--- src/rtl/bsg_rolly_retry_pkg.sv ---
// +----------------------------------------------------------------------+
// | Module : bsg_rolly_retry_pkg                                         |
// | Brief  : Shared types for the rolly-FIFO retry transmitter: FSM      |
// |          state encoding and the ACK/NACK response encoding.          |
// | Rev    : 1.0  initial release                                        |
// +----------------------------------------------------------------------+
`timescale 1ns/1ps
`default_nettype none

package bsg_rolly_retry_pkg;

  typedef enum logic [1:0] {
    ST_SEND   = 2'd0,
    ST_WAIT   = 2'd1,
    ST_COMMIT = 2'd2,
    ST_ROLL   = 2'd3
  } state_e;

  // Value carried on ack_nack_i when ack_v_i is high
  localparam logic c_ack  = 1'b0;
  localparam logic c_nack = 1'b1;

endpackage

`default_nettype wire

--- src/rtl/bsg_counter_clear_up.sv ---
// +----------------------------------------------------------------------+
// | Module : bsg_counter_clear_up                                        |
// | Brief  : Up counter with synchronous clear that saturates at         |
// |          MAX_VAL instead of wrapping.                                |
// | Ports  : clk_i     - clock                                           |
// |          reset_n_i - asynchronous active-low reset                   |
// |          clear_i   - synchronous clear, wins over up_i               |
// |          up_i      - increment request                               |
// |          count_o   - current count                                   |
// | Rev    : 1.0  initial release                                        |
// +----------------------------------------------------------------------+
`timescale 1ns/1ps
`default_nettype none

module bsg_counter_clear_up #(
  parameter int MAX_VAL = 1,
  parameter int WIDTH   = $clog2(MAX_VAL + 1)
) (
  input  logic             clk_i,
  input  logic             reset_n_i,
  input  logic             clear_i,
  input  logic             up_i,
  output logic [WIDTH-1:0] count_o
);

  localparam logic [WIDTH-1:0] c_MAX = WIDTH'(MAX_VAL);

  logic [WIDTH-1:0] r_count;

  always_ff @(posedge clk_i or negedge reset_n_i) begin
    if (!reset_n_i) begin
      r_count <= '0;
    end else if (clear_i) begin
      r_count <= '0;
    end else if (up_i && (r_count != c_MAX)) begin
      r_count <= r_count + 1'b1;
    end
  end

  assign count_o = r_count;

endmodule

`default_nettype wire

--- src/rtl/bsg_rolly_retry_tx.sv ---
// +----------------------------------------------------------------------+
// | Module : bsg_rolly_retry_tx                                          |
// | Brief  : Packet transmitter sitting on a rolly FIFO. Streams one     |
// |          packet speculatively, waits for an ACK/NACK, then either    |
// |          commits the packet or rewinds and replays it. After         |
// |          max_retry_p replays the packet is dropped and err_v_o        |
// |          pulses.                                                     |
// | Ports  : clk_i, reset_n_i          - clock, async active-low reset   |
// |          fifo_data_i/fifo_v_i      - FIFO head word / valid          |
// |          fifo_yumi_o               - speculative read                |
// |          fifo_deq_v_o              - commit speculative reads        |
// |          fifo_roll_v_o             - rewind to last commit point     |
// |          fifo_clr_v_o              - empty the FIFO                  |
// |          link_data_o/link_v_o      - outgoing word / valid           |
// |          link_ready_i              - link accepts word               |
// |          ack_v_i/ack_nack_i        - link response (1 = NACK)        |
// |          abort_i                   - discard everything, restart     |
// |          err_v_o                   - packet dropped pulse            |
// | Rev    : 1.0  initial release                                        |
// +----------------------------------------------------------------------+
`timescale 1ns/1ps
`default_nettype none

module bsg_rolly_retry_tx
  import bsg_rolly_retry_pkg::*;
#(
  parameter int width_p     = 32,
  parameter int pkt_len_p   = 4,
  parameter int timeout_p   = 16,
  parameter int max_retry_p = 2
) (
  input  logic               clk_i,
  input  logic               reset_n_i,
  input  logic [width_p-1:0] fifo_data_i,
  input  logic               fifo_v_i,
  output logic               fifo_yumi_o,
  output logic               fifo_deq_v_o,
  output logic               fifo_roll_v_o,
  output logic               fifo_clr_v_o,
  output logic [width_p-1:0] link_data_o,
  output logic               link_v_o,
  input  logic               link_ready_i,
  input  logic               ack_v_i,
  input  logic               ack_nack_i,
  input  logic               abort_i,
  output logic               err_v_o
);

  localparam int c_WORD_W  = $clog2(pkt_len_p + 1);
  localparam int c_TIMER_W = $clog2(timeout_p + 1);
  localparam int c_RETRY_W = $clog2(max_retry_p + 1);

  localparam logic [c_WORD_W-1:0]  c_LAST_WORD = c_WORD_W'(pkt_len_p - 1);
  localparam logic [c_TIMER_W-1:0] c_TIMER_END = c_TIMER_W'(timeout_p - 1);
  localparam logic [c_RETRY_W-1:0] c_MAX_RETRY = c_RETRY_W'(max_retry_p);

  state_e r_state;
  state_e w_next_state;

  logic [c_WORD_W-1:0]  w_word_cnt;
  logic [c_TIMER_W-1:0] w_timer;
  logic [c_RETRY_W-1:0] w_retry;

  logic w_yumi;
  logic w_last_word;
  logic w_ack_ok;
  logic w_ack_nack;
  logic w_timeout;
  logic w_retry_done;

  // Internal accept strobe; the port copy is additionally gated by reset
  assign w_yumi       = (r_state == ST_SEND) & fifo_v_i & link_ready_i & ~abort_i;
  assign w_last_word  = (w_word_cnt == c_LAST_WORD);
  assign w_ack_ok     = ack_v_i & (ack_nack_i == c_ack);
  assign w_ack_nack   = ack_v_i & (ack_nack_i == c_nack);
  assign w_timeout    = (w_timer == c_TIMER_END);
  assign w_retry_done = (w_retry == c_MAX_RETRY);

  // ---------------------------------------------------------------------
  // Counters
  // ---------------------------------------------------------------------
  bsg_counter_clear_up #(
    .MAX_VAL (pkt_len_p),
    .WIDTH   (c_WORD_W)
  ) u_word_cnt (
    .clk_i     (clk_i),
    .reset_n_i (reset_n_i),
    .clear_i   (abort_i | (w_yumi & w_last_word)),
    .up_i      (w_yumi & ~w_last_word),
    .count_o   (w_word_cnt)
  );

  // Timer only runs in WAIT; leaving WAIT for any reason zeroes it
  bsg_counter_clear_up #(
    .MAX_VAL (timeout_p),
    .WIDTH   (c_TIMER_W)
  ) u_timer (
    .clk_i     (clk_i),
    .reset_n_i (reset_n_i),
    .clear_i   (abort_i | (r_state != ST_WAIT)),
    .up_i      (r_state == ST_WAIT),
    .count_o   (w_timer)
  );

  bsg_counter_clear_up #(
    .MAX_VAL (max_retry_p),
    .WIDTH   (c_RETRY_W)
  ) u_retry_cnt (
    .clk_i     (clk_i),
    .reset_n_i (reset_n_i),
    .clear_i   (abort_i | (r_state == ST_COMMIT) |
                ((r_state == ST_ROLL) & w_retry_done)),
    .up_i      ((r_state == ST_ROLL) & ~w_retry_done),
    .count_o   (w_retry)
  );

  // ---------------------------------------------------------------------
  // FSM: state register
  // ---------------------------------------------------------------------
  always_ff @(posedge clk_i or negedge reset_n_i) begin
    if (!reset_n_i) begin
      r_state <= ST_SEND;
    end else begin
      r_state <= w_next_state;
    end
  end

  // ---------------------------------------------------------------------
  // FSM: next state
  // ---------------------------------------------------------------------
  always_comb begin
    w_next_state = r_state;
    if (abort_i) begin
      w_next_state = ST_SEND;
    end else begin
      case (r_state)
        ST_SEND: begin
          if (w_yumi && w_last_word) w_next_state = ST_WAIT;
        end
        ST_WAIT: begin
          // A response in the timeout cycle takes priority over the timeout
          if (w_ack_ok)        w_next_state = ST_COMMIT;
          else if (w_ack_nack) w_next_state = ST_ROLL;
          else if (w_timeout)  w_next_state = ST_ROLL;
        end
        ST_COMMIT: w_next_state = ST_SEND;
        ST_ROLL:   w_next_state = ST_SEND;
        default:   w_next_state = ST_SEND;
      endcase
    end
  end

  // ---------------------------------------------------------------------
  // FSM: outputs. Everything is forced low while reset is held, so the
  // link sees nothing even though the state already reads SEND.
  // ---------------------------------------------------------------------
  always_comb begin
    fifo_yumi_o   = 1'b0;
    fifo_deq_v_o  = 1'b0;
    fifo_roll_v_o = 1'b0;
    fifo_clr_v_o  = reset_n_i & abort_i;
    link_data_o   = '0;
    link_v_o      = 1'b0;
    err_v_o       = 1'b0;
    if (reset_n_i && !abort_i) begin
      case (r_state)
        ST_SEND: begin
          link_v_o    = fifo_v_i;
          link_data_o = fifo_data_i;
          fifo_yumi_o = fifo_v_i & link_ready_i;
        end
        ST_COMMIT: begin
          fifo_deq_v_o = 1'b1;
        end
        ST_ROLL: begin
          // Out of retries: release the packet rather than replay it
          if (w_retry_done) begin
            fifo_deq_v_o = 1'b1;
            err_v_o      = 1'b1;
          end else begin
            fifo_roll_v_o = 1'b1;
          end
        end
        default: begin
        end
      endcase
    end
  end

endmodule

`default_nettype wire

--- config.mk ---
export PLATFORM = sky130hd
export DESIGN_NAME = bsg_rolly_retry_tx
export DESIGN_NICKNAME = d
export VERILOG_FILES = /design/src/rtl/bsg_rolly_retry_pkg.sv /design/src/rtl/bsg_counter_clear_up.sv /design/src/rtl/bsg_rolly_retry_tx.sv
export SDC_FILE = /design/constraint.sdc
export NUM_CORES = 1
export LEC_CHECK = 0
export ABC_CLOCK_PERIOD_IN_PS = 4400
export CAP_MARGIN = 20
export CORE_UTILIZATION = 38
export DETAILED_ROUTE_END_ITERATION = 7
export PLACE_DENSITY = 0.86
export REMOVE_ABC_BUFFERS = 1
export SLEW_MARGIN = 5
export SYNTH_ARGS = -nofsm -noshare
export SYNTH_HDL_FRONTEND = slang
export SYNTH_HIERARCHICAL = 1
export SYNTH_SLANG_ARGS = --single-unit
export TNS_END_PERCENT = 10
--- constraint.sdc ---
create_clock -name clk_i -period 4.4 [get_ports clk_i]
set_clock_uncertainty 0.2 [all_clocks]
set_input_delay 0.88 -clock clk_i [delete_from_list [all_inputs] [get_ports clk_i]]
set_output_delay 0.88 -clock clk_i [all_outputs]
set_load 0.02 [all_outputs]
==> flow_summary.yaml <==
placement:
  dp_hpwl_um: 2650
  place_congestion: 0.8135
  portBuffers: 76
floorplanning:
  die_x_um: 55.68
  ioPinCount: 77
  start_util_pct: 40.05
  die_area_um2: 3100
  rows: 19
  core-area_um2: 2734
  die_y_um: 55.68
worst_setup_path:
  worstReg2RegStart: "r_state[0]"
  worst-path-max-fanout: 33
  end_kind: "output port"
  slowest_delay_ps: 600
  required_ps: 3320
  crit_chain: "clkdlybuf4s50_1 > nor2b_2 > nor3b_4 > buf_4 > and2_2 > clkdlybuf4s50_1"
  ff2ff_path_depth: 5
  crit_top_cell: "clkdlybuf4s50_1"
  startpoint_type: "primary input"
  cp.arrival_ps: 2810
  r2r_end: "u_word_cnt/count_o[0]"
  critical_path_class: "primary input to output port"
  cp_num_buf_inv: 3
  slowest_stage: "clkdlybuf4s50_1"
  cp_top_family: "buffers and inverters"
  r2r_slack_ps: 2470
synth:
  synth.cell_area_um2: 1095
  yosysTopAreaCellShare_pct: 27.43
  syn_inst: 122
  synth.yosys.warnings: 6
  syn-mean-instance-area_um2: 8.974
  yosys.cell_types.count: 31
  synth_seq_cells: 12
  synth_seq_area_share_pct: 27.43
  synth_top_cell_by_area: "dfrtp_1"
  synthTopCellsByArea: "dfrtp_1 27%, and2_2 23%, ha_1 5.7%"
sta:
  worst_slew_pin_slew_ps: 342.3
  setup_tns_ps: 0
  period_share_pct: 88.47
  finalMaxSlewViolations: 0
  max_freq_mhz: 256.9
  rsz0062_at_grt: "no"
  hold_viol_final: 0
  setup_viol: 0
  min_period_ps: 3893
  slew_headroom_pct: 77.13
clock_network:
  cts_buffer_depth: 2
  postCtsHoldBufs: 0
  clock_sinks: 12
  cts_root_buffer: "clkbuf_4"
  cts_resized: 0
  post_cts.repair.setup_buffers: 0
  htreeDepth: 1
  cts_made_buffers: 3
  cts_tree: "yes"
  cts.clk_slew.worst_paths_ps: 70
  insertion_delay_ps: 270
outcome:
  outcome: "finished, final reports clean"
min_path:
  hp-class: "register to register"
  min_from: "u_timer/count_o[4]"
  hold_path_end: "u_timer/count_o[4]"
  holdPathStages: 2
global_route:
  grt_max_degree: 34
  grt-ovfl-total: 0
  grt_pass1_wl_um: 5278
  grt_use_total_pct: 21.49
  grt_pass1_vias: 1128
  antenna_found_initial: 0
detailed_routing:
  avgViaCountPerCell: 4.878
  drt-total-wl_um: 3254
  drc: 0
  wl_per_cell_um: 14.15
  drt_pass1_iterations: 4
  drtIter0Drc: 37
  drtAntennaViolNets: 0
  vias: 1122
flow_run:
  drv_cap: 0
final_layout:
  fill_cells: 225
  num_antenna_cells: 0
  nets: 245
  fin_util_pct: 69.93
  drive_gt1_share_pct: 24.62
  syn2layout_area_growth_pct: 74.63
power:
  power.leakage_nw: 0.7947
  peakVddDrop_mv: 0.2360
  p_per_area_nw_per_um2: 147.7
[metrics by stage]
| step | cell area (um^2) | power (mW) | cells | hold slack [ps] | worst slack [ps] |
|---|---|---|---|---|---|
| 2_1_floorplan | 1075 | 0.1535 | 118 | 320.9 | 1474 |
| 3_3_place_gp | 1889 | 0.2163 | 227 | 352.8 | 570.3 |
| 3_5_place_dp | 1889 | 0.2186 | 227 | 360.8 | 499.9 |
| 4_1_cts | 1912 | 0.2837 | 230 | 377.2 | 502.2 |
| 5_1_grt | 1912 | 0.2960 | 230 | 424.1 | 379.8 |
| 6_report | 1912 | 0.2824 | 230 | 381.7 | 507.4 |
[how the worst max path moves through the flow]
stage	from	end	slack [ps]	depth (start not counted)
finish	reset_n_i	link_data_o[21]	510	6
global route	abort_i	link_data_o[21]	380	6
CTS	abort_i	link_data_o[7]	500	6
detailed placement	abort_i	link_data_o[7]	500	6
global placement	reset_n_i	link_data_o[4]	570	6
floorplan	reset_n_i	link_data_o[0]	1470	3
[state kept, by name (all words and copies together), names as in the netlist]
register / flops
u_timer/count_o: 5
u_word_cnt/count_o: 3
r_state: 2
u_retry_cnt/count_o: 2
[synthesized netlist by cell type]
cell      number
and2_2        34
dfrtp_1       12
nor2_1        11
nand2_1        7
inv_1          6
ha_1           5
nand2b_1       5
nor2b_1        5
clkbuf_2       4
mux2_4         4
a21oi_1        3
nand4_1        3
and3b_1        2
mux2i_1        2
o21ai_0        2
xor2_1         2
a21boi_0       1
a21boi_4       1
a21o_1         1
and3_1         1
and3_2         1
and4b_1        1
nand3_1        1
nand3b_1       1
nor2b_2        1
nor2b_4        1
nor3_2         1
nor3b_4        1
o21a_1         1
o21bai_1       1
or3b_1         1
[placed cells by master, fill, tap and decap left out, types with 3 or more instances in the layout]
cell type,count
dfrtp_1,12
nand2b_1,5
clkdlybuf4s50_1,76
a21oi_1,3
and2_2,34
nor2_1,11
nand2_1,7
nand4_1,3
clkbuf_4,3
ha_1,5
nor2b_1,5
mux2_4,4
inv_1,6
[routing by layer]
metal | vias to the layer above | share of wire (%) | GRT usage [%]
met5 | - | 0 | 0
met4 | 0 | 1.2 | 6.786
met3 | 6 | 9.8 | 6.047
met2 | 45 | 50 | 40.28
met1 | 516 | 39 | 23.02
li1 | 555 | - | -
[area by class of cell]
type | instances | area, um^2 | share of cell area, %
clock buffers | 3 | 22.52 | 1.178
multi-input cells | 100 | 752.0 | 39.33
repair buffers | 78 | 775.7 | 40.58
well taps | 31 | 38.79 | 2.029
inverters | 6 | 22.52 | 1.178
flip-flops and latches | 12 | 300.3 | 15.71
[worst register-to-register path, delay by kind of cell (launching register included)]
kind	cells	cell delay (ps)
and+or+nand+nor	3	570
DFF	1	490
muxes	1	310
AOI/OAI and AO/OA	1	260
[logic make-up after synthesis]
logic type,synth area share [%]
AND/OR/NAND/NOR,47.32
flip-flops,27.43
AO/OA/AOI/OAI,6.744
buffers and inverters,3.886
multiplexers,7.315
adder cells (fa/ha/maj),5.714
XOR/XNOR,1.600
[power by group]
group | switching [mW] | internal [mW]
combinational | 0.0397 | 0.0649
clock | 0.0345 | 0.0317
sequential | 0.000732 | 0.111
(Power assumes the default switching activity.)
